`src/rtl/mips_ex_pkg.sv`:
```
// Shared types for the MIPS execute stage.
// ALU control, function codes and mul/div op encodings.
package mips_ex_pkg;

  typedef enum logic [4:0] {
    ALU_ADD, ALU_SUB, ALU_AND, ALU_OR,
    ALU_XOR, ALU_NOR, ALU_SLT, ALU_SLTU,
    ALU_SLLV, ALU_SRLV, ALU_SRAV,
    ALU_MFHI, ALU_MFLO, ALU_MTHI, ALU_MTLO,
    ALU_MD_START, ALU_NOP
  } alu_ctrl_e;

  typedef enum logic [1:0] {
    MD_MULT  = 2'b00,
    MD_MULTU = 2'b01,
    MD_DIV   = 2'b10,
    MD_DIVU  = 2'b11
  } md_op_e;

  localparam logic [5:0] F_SLLV  = 6'h04;
  localparam logic [5:0] F_SRLV  = 6'h06;
  localparam logic [5:0] F_SRAV  = 6'h07;
  localparam logic [5:0] F_MFHI  = 6'h10;
  localparam logic [5:0] F_MTHI  = 6'h11;
  localparam logic [5:0] F_MFLO  = 6'h12;
  localparam logic [5:0] F_MTLO  = 6'h13;
  localparam logic [5:0] F_MULT  = 6'h18;
  localparam logic [5:0] F_MULTU = 6'h19;
  localparam logic [5:0] F_DIV   = 6'h1A;
  localparam logic [5:0] F_DIVU  = 6'h1B;
  localparam logic [5:0] F_ADD   = 6'h20;
  localparam logic [5:0] F_ADDU  = 6'h21;
  localparam logic [5:0] F_SUB   = 6'h22;
  localparam logic [5:0] F_SUBU  = 6'h23;
  localparam logic [5:0] F_AND   = 6'h24;
  localparam logic [5:0] F_OR    = 6'h25;
  localparam logic [5:0] F_XOR   = 6'h26;
  localparam logic [5:0] F_NOR   = 6'h27;
  localparam logic [5:0] F_SLT   = 6'h2A;
  localparam logic [5:0] F_SLTU  = 6'h2B;

endpackage

```
`src/rtl/ex_stage_md_muldiv.sv`:
```
// Iterative shift-add multiplier / restoring divider, one bit per cycle.
// Works on magnitudes; signs are applied on the final cycle.
module muldiv_iter
  import mips_ex_pkg::*;
#(
  parameter int XLEN      = 32,
  parameter int MD_CYCLES = XLEN
) (
  input  logic            clk,
  input  logic            rst,
  input  logic            start,
  input  md_op_e          op,
  input  logic [XLEN-1:0] a,
  input  logic [XLEN-1:0] b,
  output logic            busy,
  output logic            done,
  output logic [XLEN-1:0] hi,
  output logic [XLEN-1:0] lo
);

  localparam int CW = $clog2(MD_CYCLES + 1);
  localparam logic [CW-1:0] XL = CW'(XLEN);

  typedef enum logic {IDLE, BUSY} st_e;

  st_e             st, st_nxt;
  logic [CW-1:0]   cnt;
  logic [XLEN-1:0] acc_hi, acc_lo, mcand, a_q;
  logic            is_div, neg_q, rneg_q, dz_q;

  logic            sa, sb, sgn;
  logic [XLEN-1:0] ma, mb;
  logic [XLEN:0]   mul_sum, sh;
  logic [XLEN+1:0] diff;
  logic            ge, stepping;
  logic [XLEN-1:0] nxt_hi, nxt_lo;
  logic [2*XLEN-1:0] prod;

  assign sgn = (op == MD_MULT) || (op == MD_DIV);
  assign sa  = sgn & a[XLEN-1];
  assign sb  = sgn & b[XLEN-1];
  assign ma  = sa ? -a : a;
  assign mb  = sb ? -b : b;

  assign busy = (st == BUSY);
  assign done = busy && (cnt == CW'(1));
  // The last XLEN busy cycles carry the iteration; any extra cycles idle first.
  assign stepping = busy && (cnt <= XL);

  always_comb begin
    mul_sum = {1'b0, acc_hi} + (acc_lo[0] ? {1'b0, mcand} : '0);
    sh      = {acc_hi, acc_lo[XLEN-1]};
    diff    = {1'b0, sh} - {2'b0, mcand};
    ge      = !diff[XLEN+1];
    nxt_hi  = acc_hi;
    nxt_lo  = acc_lo;
    if (stepping && !is_div) begin
      nxt_hi = mul_sum[XLEN:1];
      nxt_lo = {mul_sum[0], acc_lo[XLEN-1:1]};
    end else if (stepping) begin
      nxt_hi = ge ? diff[XLEN-1:0] : sh[XLEN-1:0];
      nxt_lo = {acc_lo[XLEN-2:0], ge};
    end
  end

  always_comb begin
    prod = {nxt_hi, nxt_lo};
    if (neg_q) prod = -prod;
    hi = prod[2*XLEN-1:XLEN];
    lo = prod[XLEN-1:0];
    if (is_div && dz_q) begin
      hi = a_q;
      lo = '1;
    end else if (is_div) begin
      hi = rneg_q ? -nxt_hi : nxt_hi;
      lo = neg_q ? -nxt_lo : nxt_lo;
    end
  end

  always_comb begin
    st_nxt = st;
    unique case (st)
      IDLE: if (start) st_nxt = BUSY;
      BUSY: if (done) st_nxt = IDLE;
    endcase
  end

  always_ff @(posedge clk) begin
    if (rst) begin
      st     <= IDLE;
      cnt    <= '0;
      acc_hi <= '0;
      acc_lo <= '0;
      mcand  <= '0;
      a_q    <= '0;
      is_div <= 1'b0;
      neg_q  <= 1'b0;
      rneg_q <= 1'b0;
      dz_q   <= 1'b0;
    end else begin
      st <= st_nxt;
      if (st == IDLE && start) begin
        cnt    <= CW'(MD_CYCLES);
        acc_hi <= '0;
        acc_lo <= ma;
        mcand  <= mb;
        a_q    <= a;
        is_div <= op[1];
        neg_q  <= sa ^ sb;
        rneg_q <= sa;
        dz_q   <= (b == '0);
      end else if (busy) begin
        cnt    <= cnt - CW'(1);
        acc_hi <= nxt_hi;
        acc_lo <= nxt_lo;
      end
    end
  end

endmodule

```
`src/rtl/ex_stage_md.sv`:
```
// MIPS execute stage: ALU-control decode, registered ALU,
// HI/LO registers and an iterative multiply/divide unit.
module ex_stage_md
  import mips_ex_pkg::*;
#(
  parameter int XLEN      = 32,
  parameter int MD_CYCLES = XLEN
) (
  input  logic            clk,
  input  logic            rst,
  input  logic            flush,
  input  logic            in_valid,
  output logic            in_ready,
  input  logic [XLEN-1:0] srcA,
  input  logic [XLEN-1:0] srcB,
  input  logic [XLEN-1:0] immediate_ext,
  input  logic            ALUSrc,
  input  logic [1:0]      ALUOp,
  input  logic [5:0]      funct,
  output logic            out_valid,
  output logic [XLEN-1:0] aluOut,
  output logic            zeroFlag,
  output logic            md_busy
);

  localparam int SW = $clog2(XLEN);

  alu_ctrl_e       ctrl;
  logic [XLEN-1:0] op_b, res, hi_q, lo_q;
  logic [XLEN-1:0] md_hi, md_lo;
  logic [SW-1:0]   shamt;
  logic            accept, md_start, md_done;

  assign in_ready = !md_busy;
  assign accept   = in_valid & in_ready & !flush;
  assign op_b     = ALUSrc ? immediate_ext : srcB;
  assign shamt    = srcA[SW-1:0];
  assign md_start = accept && (ctrl == ALU_MD_START);

  always_comb begin
    ctrl = ALU_NOP;
    unique case (ALUOp)
      2'b00: ctrl = ALU_ADD;
      2'b01: ctrl = ALU_SUB;
      2'b11: ctrl = ALU_OR;
      2'b10: begin
        case (funct)
          F_ADD, F_ADDU: ctrl = ALU_ADD;
          F_SUB, F_SUBU: ctrl = ALU_SUB;
          F_AND:  ctrl = ALU_AND;
          F_OR:   ctrl = ALU_OR;
          F_XOR:  ctrl = ALU_XOR;
          F_NOR:  ctrl = ALU_NOR;
          F_SLT:  ctrl = ALU_SLT;
          F_SLTU: ctrl = ALU_SLTU;
          F_SLLV: ctrl = ALU_SLLV;
          F_SRLV: ctrl = ALU_SRLV;
          F_SRAV: ctrl = ALU_SRAV;
          F_MFHI: ctrl = ALU_MFHI;
          F_MFLO: ctrl = ALU_MFLO;
          F_MTHI: ctrl = ALU_MTHI;
          F_MTLO: ctrl = ALU_MTLO;
          F_MULT, F_MULTU,
          F_DIV, F_DIVU: ctrl = ALU_MD_START;
          default: ctrl = ALU_NOP;
        endcase
      end
    endcase
  end

  always_comb begin
    res = '0;
    case (ctrl)
      ALU_ADD:  res = srcA + op_b;
      ALU_SUB:  res = srcA - op_b;
      ALU_AND:  res = srcA & op_b;
      ALU_OR:   res = srcA | op_b;
      ALU_XOR:  res = srcA ^ op_b;
      ALU_NOR:  res = ~(srcA | op_b);
      ALU_SLT:  res = XLEN'($signed(srcA) < $signed(op_b));
      ALU_SLTU: res = XLEN'(srcA < op_b);
      ALU_SLLV: res = op_b << shamt;
      ALU_SRLV: res = op_b >> shamt;
      ALU_SRAV: res = $signed(op_b) >>> shamt;
      ALU_MFHI: res = hi_q;
      ALU_MFLO: res = lo_q;
      default:  res = '0;
    endcase
  end

  muldiv_iter #(
    .XLEN      (XLEN),
    .MD_CYCLES (MD_CYCLES)
  ) u_md (
    .clk   (clk),
    .rst   (rst),
    .start (md_start),
    .op    (md_op_e'(funct[1:0])),
    .a     (srcA),
    .b     (srcB),
    .busy  (md_busy),
    .done  (md_done),
    .hi    (md_hi),
    .lo    (md_lo)
  );

  always_ff @(posedge clk) begin
    if (rst) begin
      out_valid <= 1'b0;
      aluOut    <= '0;
      zeroFlag  <= 1'b0;
      hi_q      <= '0;
      lo_q      <= '0;
    end else begin
      out_valid <= accept;
      if (accept) begin
        aluOut   <= res;
        zeroFlag <= (res == '0);
      end
      // mthi/mtlo cannot be accepted while the unit is busy, so no clash with done.
      if (md_done) begin
        hi_q <= md_hi;
        lo_q <= md_lo;
      end else if (accept) begin
        if (ctrl == ALU_MTHI) hi_q <= srcA;
        if (ctrl == ALU_MTLO) lo_q <= srcA;
      end
    end
  end

endmodule

```
`config.mk`:
```
export PLATFORM = sky130hd
export DESIGN_NAME = ex_stage_md
export DESIGN_NICKNAME = d
export VERILOG_FILES = /design/src/rtl/mips_ex_pkg.sv /design/src/rtl/ex_stage_md_muldiv.sv /design/src/rtl/ex_stage_md.sv
export SDC_FILE = /design/constraint.sdc
export NUM_CORES = 1
export LEC_CHECK = 0
export CORE_UTILIZATION = 43
export CTS_CLUSTER_SIZE = 30
export DETAILED_ROUTE_END_ITERATION = 6
export MAX_ROUTING_LAYER = met4
export PLACE_DENSITY = 0.62
export RECOVER_POWER = 50
export SETUP_SLACK_MARGIN = 0.4
export SLEW_MARGIN = 15
export SYNTH_ARGS = -nofsm -noshare
export SYNTH_HDL_FRONTEND = slang
export SYNTH_SLANG_ARGS = --single-unit
export TNS_END_PERCENT = 50
```
`constraint.sdc`:
```
create_clock -name clk -period 9.95 [get_ports clk]
set_clock_uncertainty 0.2 [all_clocks]
set_input_delay 0.995 -clock clk [delete_from_list [all_inputs] [get_ports clk]]
set_output_delay 0.995 -clock clk [all_outputs]
set_load 0.01 [all_outputs]
```
-- Word-level counts from Yosys, hierarchy flattened
Memory sizes are Yosys's and may differ from the RTL's.
Index checks and enable logic that the tools add are counted.
- $add $sub $neg: 10
- multipliers: 0
- div/mod/pow operators: 0
- magnitude comparators: 3
- equality and inequality tests: 20
- shift operators: 3
- muxes and demuxes: 31
- bitwise operators: 10
- reductions and logical operators: 23
- operator list (operator ; number):
    32-bit 2-to-1 mux ; 23
    32-bit case mux with 13 select lines ; 1
    32-bit negation ; 4
    32-bit logical NOT ; 2
    32-bit < comparator ; 2
    64-bit 2-to-1 mux ; 1
    64-bit negation ; 1
    5-bit by 4-bit equality test with 1-bit output, second input constant ; 8
    33-bit by 32-bit subtractor with 34-bit output ; 1
    32-bit by 33-bit adder with 33-bit output ; 1
    32-bit adder ; 1
    32-bit AND ; 1
    32-bit inverter ; 1
    32-bit OR ; 1
    32-bit by 5-bit << shifter with 32-bit output ; 1
    32-bit by 5-bit >> shifter with 32-bit output ; 1
    32-bit by 5-bit >>> shifter with 32-bit output ; 1
    32-bit subtractor ; 1
    32-bit XOR ; 1
    5-bit by 3-bit equality test with 1-bit output, second input constant ; 4
    5-bit case mux with 4 select lines ; 1
    6-bit 2-to-1 mux ; 2
    5-bit by 2-bit equality test with 1-bit output, second input constant ; 2
    2-bit nonzero test ; 4
    18 further kinds ; 34
- flip-flop bits (word level): 237
- bits in latches: 0
- memory bits (writable): 0
- bits in read-only memories: 320
- output and inout port bits: 36
- logic and storage cells: 117
- memories: 1
- memory list (memory ; words ; bits a word ; read ports ; clocked after memory_dff ; wr ports ; RTL line ; text):
    (name not given) ; 64 ; 5 ; 1 ; 0 ; 0 ; ex_stage_md.sv:47 ; case (funct)

-- Logic depth before layout (Yosys ltp)
- depth in word-level cells: 9
- depth in mapped cells: 21

-- Modules after synthesis
A second synthesis with hierarchy kept.
- cell total of the unflattened synthesis: 4167
- area, all modules: 30409.2 um^2
- by module, submodules not included (module ; times used ; cells an instance ; area each (um^2) ; seq. area each (um^2)):
    ex_stage_md ; 1 ; 2127 ; 16151.7 ; 1961.9
    muldiv_iter ; 1 ; 2040 ; 14257.4 ; 2782.7

-- Least setup slack after synthesis
No wires, ideal clock.
- kind: input -> register
- start: input port srcA[0]
- end: register zeroFlag
- arrival: 5.289 ns
- data required time: 9.663 ns
- slack: 4.374 ns
- stages on the path: 21
- cell sequence: clkbuf_1 -> inv_1 -> buf_2 -> buf_2 -> clkbuf_1 -> buf_1 -> ha_1 -> fa_1 -> o21bai_1 -> a21oi_1 -> o221ai_1 -> nand3_1 -> a311oi_1 -> nor2_1 -> o31ai_1 -> xnor2_1 -> a2111oi_2 -> nand4_1 -> nor4_1 -> nand4_1 -> o31ai_1
- cells in the longest elaborated chain, start to end: 4
- elaborated cells on any way between the ends: 13
- RTL lines (element ; RTL line ; text):
    start, declared ; ex_stage_md.sv:14 ; input logic [XLEN-1:0] srcA,
    branches (longest 2 deep; another with 32-bit subtractor) ; n/a ;
    32-bit case mux with 13 select lines (*) ; ex_stage_md.sv:73 ; case (ctrl)
    32-bit logical NOT (*) ; ex_stage_md.sv:118 ; zeroFlag <= (res == '0);
    end signal, assigned ; ex_stage_md.sv:118 ;
    end, declared ; ex_stage_md.sv:22 ; output logic zeroFlag,
Every way passes the cells marked *.
A chain may end at the register's enable or synchronous reset.

-- Final worst setup path
- start: register u_md.st (netlist: u_md.busy)
- end: register u_md.cnt[1]
- cells in the longest elaborated chain, start to end: 6
- elaborated cells on any way between the ends: 7
- RTL lines (element ; RTL line ; text):
    start, declared ; ex_stage_md_muldiv.sv:26 ; st_e st, st_nxt;
    start signal, assigned ; ex_stage_md_muldiv.sv:101 ; st <= st_nxt;
    1-bit logical NOT ; ex_stage_md.sv:34 ; assign in_ready = !md_busy;
    1-bit AND (2 in series) ; ex_stage_md.sv:35 ; assign accept = in_valid & in_ready & !flush;
    1-bit logical AND ; ex_stage_md.sv:38 ; assign md_start = accept && (ctrl == ALU_MD_START);
    1-bit logical AND ; ex_stage_md_muldiv.sv:102 ; if (st == IDLE && start) begin
    2-bit OR reduction (no line) ; n/a ;
    end signal, assigned ; ex_stage_md_muldiv.sv:103 ; cnt <= CW'(MD_CYCLES);
    end signal, assigned ; ex_stage_md_muldiv.sv:113 ; cnt <= cnt - CW'(1);
    end, declared ; ex_stage_md_muldiv.sv:27 ; logic [CW-1:0] cnt;
Parallel ways exist; a longest one is shown, timed or not.

==> metrics.md <==
| Metric | Value |
|---|---|
| Endpoints failing hold | `0` |
| Post-cts resize count | `0` |
| Worst slack at placement | `3.04 ns` |
| Via count | `32100` |
| Vias per cell | `6.76` |
| Reg2reg setup slack | `2.03 ns` |
| Critical path buffers and inverters | `5` |
| Final Max Tran Viols | `224` |
| Final setup margin | `2.03 ns` |
| Post-synthesis register bit count | `237` |
| P&R area growth vs syn | `10.3%` |
| Die Ht | `260 um` |
| CTS max path bufs | `3` |
| Vias in the first global route | `29100` |
| HPWL after DPL | `108000 um` |
| Initial antenna violation count | `9` |
| Top FF cell, synth | `dfxtp_1` |
| Worst EP required | `10.27 ns` |
| Hold Path Class | `flop to flop` |
| Max-Cap Viols | `5` |
| Post-Place Cells | `4680` |
| PwrDens | `103 nW/um^2` |
| First-pass GRT wire length | `204000 um` |
| TritonRoute pass-1 iters | `7` |
| Ports | `145` |
| Type of origin of the critical path | `flop` |
| Layout Cells excl Fill | `4743` |
| Achievable frequency | `126 MHz` |
| Max VDD drop | `0.000139 V` |
| Die W | `260 um` |
| Period minus WS final | `7.92 ns` |
| Register area share after synthesis | `16.6%` |
| GR Overflow Total | `0` |
| Starting density of the core | `43.5%` |
| Final Setup Violations | `0` |
| DRT iter0 DRCs | `4624` |
| Synth Cell Area | `28600 sq um` |
| # hold bufs at CTS | `0` |
| Post-synthesis cell type count | `118` |
| Slew @ Worst Pin | `3.28 ns` |
| CTS Sinks | `237` |
| Max H-tree Level | `1` |
| Clock Latency Late Sink | `0.62 ns` |
| Clock transition at path regs | `0.06 ns` |
| Crit path kind | `flop to flop` |
| Tcrit/Tclk final | `79.6%` |
| Critical path, cell by cell | `clkbuf_1 -> clkinv_1 -> and3_2 -> clkbuf_1 -> nand4_1 -> clkbuf_1 -> nand2b_1 -> clkbuf_1 -> a211oi_1` |
| Routability cong. | `1.11` |
| Setup TNS | `0 ns` |
| Floorplan core area | `65700 sq um` |
| Pleak | `12.0 nW` |
| WL per Instance | `29.8 um` |
| Crit-path max FO | `56` |
| CTS tree | `yes` |
| CP max stage cell | `clkbuf_1` |
| Post-synth EDFFs | `0` |
| Synth async-reset ratio | `0%` |
| Synthesized instance count | `3889` |
| Worst r2r dst | `u_md.cnt[1]` |
| Post-DRT Antenna Nets | `0` |
| Slew margin rel. | `-119%` |
| Largest delay share family, worst path | `buffers and inverters` |
| All-layer global routing usage | `41.7%` |
| Reg2reg start | `u_md.busy` |
| Syn Area/Cell | `7.35 sq um` |
| Mapped Nets | `4173` |
| Worst reg2reg path depth | `9` |
| CP max stage delay | `1.86 ns` |
| Die Area | `67500 sq um` |
| Crit path DAT | `8.24 ns` |
| Clk root buf | `clkbuf_16` |
| Post-CTS Setup Inserts | `0` |
| Hold endpoint | `u_md.a_q[22]` |
| Nets@finish | `4132` |
| Crit. End Element | `flop` |
| CTS buffer count | `30` |
| Failing checks | `max-capacitance violations, max-slew violations` |
| Ys Warns | `0` |
| DRC viols | `0` |
| Worst hold stages | `2` |
| Top cell by count, worst path | `clkbuf_1` |
| Status | `complete, but fails checks` |
| Largest net degree at the start of global routing | `72` |
| Layout cell share with drive strength beyond 1 | `8.39%` |
| Wirelength, routed | `141000 um` |
| # port buffers | `144` |
| Rows | `94` |
| RSZ-0062 raised after global routing | `false` |
| Hold Path Origin | `u_md.a_q[22]` |
## per-layer routing
layer / global-route usage [%] / vias up / wire length, um
li1: - / 14300 / -
met1: 55.6 / 15500 / 59300
met2: 57.8 / 1917 / 57600
met3: 11.9 / 285 / 16900
met4: 18.6 / 0 / 7520
met5: - / - / 0
## area by class of cell
type / instances / area [sq um]
diodes: 7 / 17.5
clock buffers: 38 / 831
clock inverters: 18 / 272
fillers: 6791 / 34200
inverters: 173 / 649
multi-input cells: 3193 / 22000
flip-flops and latches: 237 / 4750
well taps: 864 / 1080
repair buffers: 213 / 1910
## worst max path at each step
stage                         start          end  slack [ns]  cells after the start
after detailed placement     ALUSrc     zeroFlag        3.04                     18
after global placement       ALUSrc     zeroFlag        3.13                     17
after global routing      u_md.busy  u_md.cnt[1]        1.71                      9
after CTS                    ALUSrc     zeroFlag        3.70                     18
after floorplan             srcA[0]     zeroFlag        4.37                     21
final                     u_md.busy  u_md.cnt[1]        2.03                      9
## per-stage QoR
step                      total power (W)  area [sq um]  util, %  hold WS (ns)
after global routing              0.00332         31500     48.0         0.276
after global placement            0.00198         30500     46.3         0.242
after CTS                         0.00320         31600     48.0         0.256
after detailed placement          0.00197         30500     46.3         0.248
final                             0.00324         31500     48.0         0.257
after floorplan                   0.00158         28600        -         0.232
## flip-flops by register name, indices dropped and copies added (netlist names)
name and cells:
u_md.rneg_q 1, u_md.busy 1, u_md.neg_q 1, u_md.is_div 1, hi_q 32, u_md.mcand 32
u_md.acc_lo 32, out_valid 1, zeroFlag 1, u_md.dz_q 1, u_md.acc_hi 32, u_md.a_q 32
lo_q 32, aluOut 32, u_md.cnt 6
## worst min-delay path: stages, from the launching register on
cell and delay [ns]:
dfxtp_1 0.31, nand2_1 0.05, a21oi_1 0.05
## where the power goes
| part | leakage (nW) | internal (W) | switching, W |
|---|---|---|---|
| registers | 1.92 | 0.000959 | 0.00000908 |
| logic | 9.50 | 0.000344 | 0.000687 |
| clock network | 0.545 | 0.000747 | 0.000489 |
## cells in the mapped netlist, types with 24 or more instances
| cell | instances | share of area (%) |
|---|---|---|
| o21a_1 | 33 | 0.87 |
| and3_1 | 29 | 0.63 |
| nand2_1 | 415 | 5.4 |
| dfxtp_1 | 237 | 17 |
| or3_1 | 27 | 0.59 |
| a22oi_1 | 27 | 0.71 |
| xnor2_1 | 125 | 3.8 |
| inv_1 | 164 | 2.2 |
| buf_2 | 50 | 0.87 |
| buf_1 | 28 | 0.37 |
| a31oi_1 | 40 | 0.87 |
| o31ai_1 | 39 | 1.0 |
| xor2_1 | 59 | 1.8 |
| clkbuf_1 | 189 | 2.5 |
| mux2_2 | 43 | 1.7 |
| a21o_1 | 43 | 1.1 |
| nand4_1 | 35 | 0.77 |
| nand2b_1 | 27 | 0.59 |
| o22ai_1 | 24 | 0.52 |
| nand3_1 | 85 | 1.5 |
| nor2_1 | 424 | 5.6 |
| ha_1 | 171 | 7.5 |
| o211ai_1 | 44 | 1.2 |
| o21ai_0 | 199 | 3.5 |
| a221oi_1 | 64 | 2.0 |
| and2_1 | 54 | 1.2 |
| mux4_2 | 42 | 3.3 |
| mux2i_1 | 154 | 5.4 |
| nor4_1 | 24 | 0.52 |
| nor2b_1 | 27 | 0.59 |
| nor3_1 | 96 | 1.7 |
| a211oi_1 | 121 | 3.2 |
| a21oi_1 | 327 | 5.7 |
## placed cells by master (no fill, tap or decap), types with 35 or more instances in the layout
| master | netlist | routed |
|---|---|---|
| nor3_1 | 96 | 96 |
| xnor2_1 | 125 | 125 |
| a211oi_1 | 121 | 120 |
| nand3_1 | 85 | 85 |
| nand4_1 | 35 | 35 |
| and2_1 | 54 | 54 |
| buf_4 | 8 | 65 |
| o21ai_0 | 199 | 198 |
| a221oi_1 | 64 | 64 |
| a21o_1 | 43 | 43 |
| inv_1 | 164 | 162 |
| a21oi_1 | 327 | 327 |
| o31ai_1 | 39 | 39 |
| dfxtp_1 | 237 | 236 |
| mux4_2 | 42 | 42 |
| a31oi_1 | 40 | 40 |
| xor2_1 | 59 | 59 |
| ha_1 | 171 | 171 |
| clkdlybuf4s50_1 | 0 | 100 |
| mux2_2 | 43 | 43 |
| o211ai_1 | 44 | 44 |
| mux2i_1 | 154 | 154 |
| nor2_1 | 424 | 423 |
| dlygate4sd3_1 | 0 | 37 |
| nand2_1 | 415 | 414 |
## logic make-up (layout without fill, tap and decap cells)
kind of cell               Yosys count  in the layout  synth area share [%]
AOI/OAI and AO/OA                 1264           1264                  31.2
xor gates and xnor gates           184            184                  5.63
buffers and inverters              459            442                  6.61
adders and majority gates          175            175                  7.76
and+or+nand+nor                   1324           1324                  21.5
muxes                              246            246                  10.8
DFF                                237            237                  16.6
other                                0              7                     0
Power figures use the tool's default switching activity.
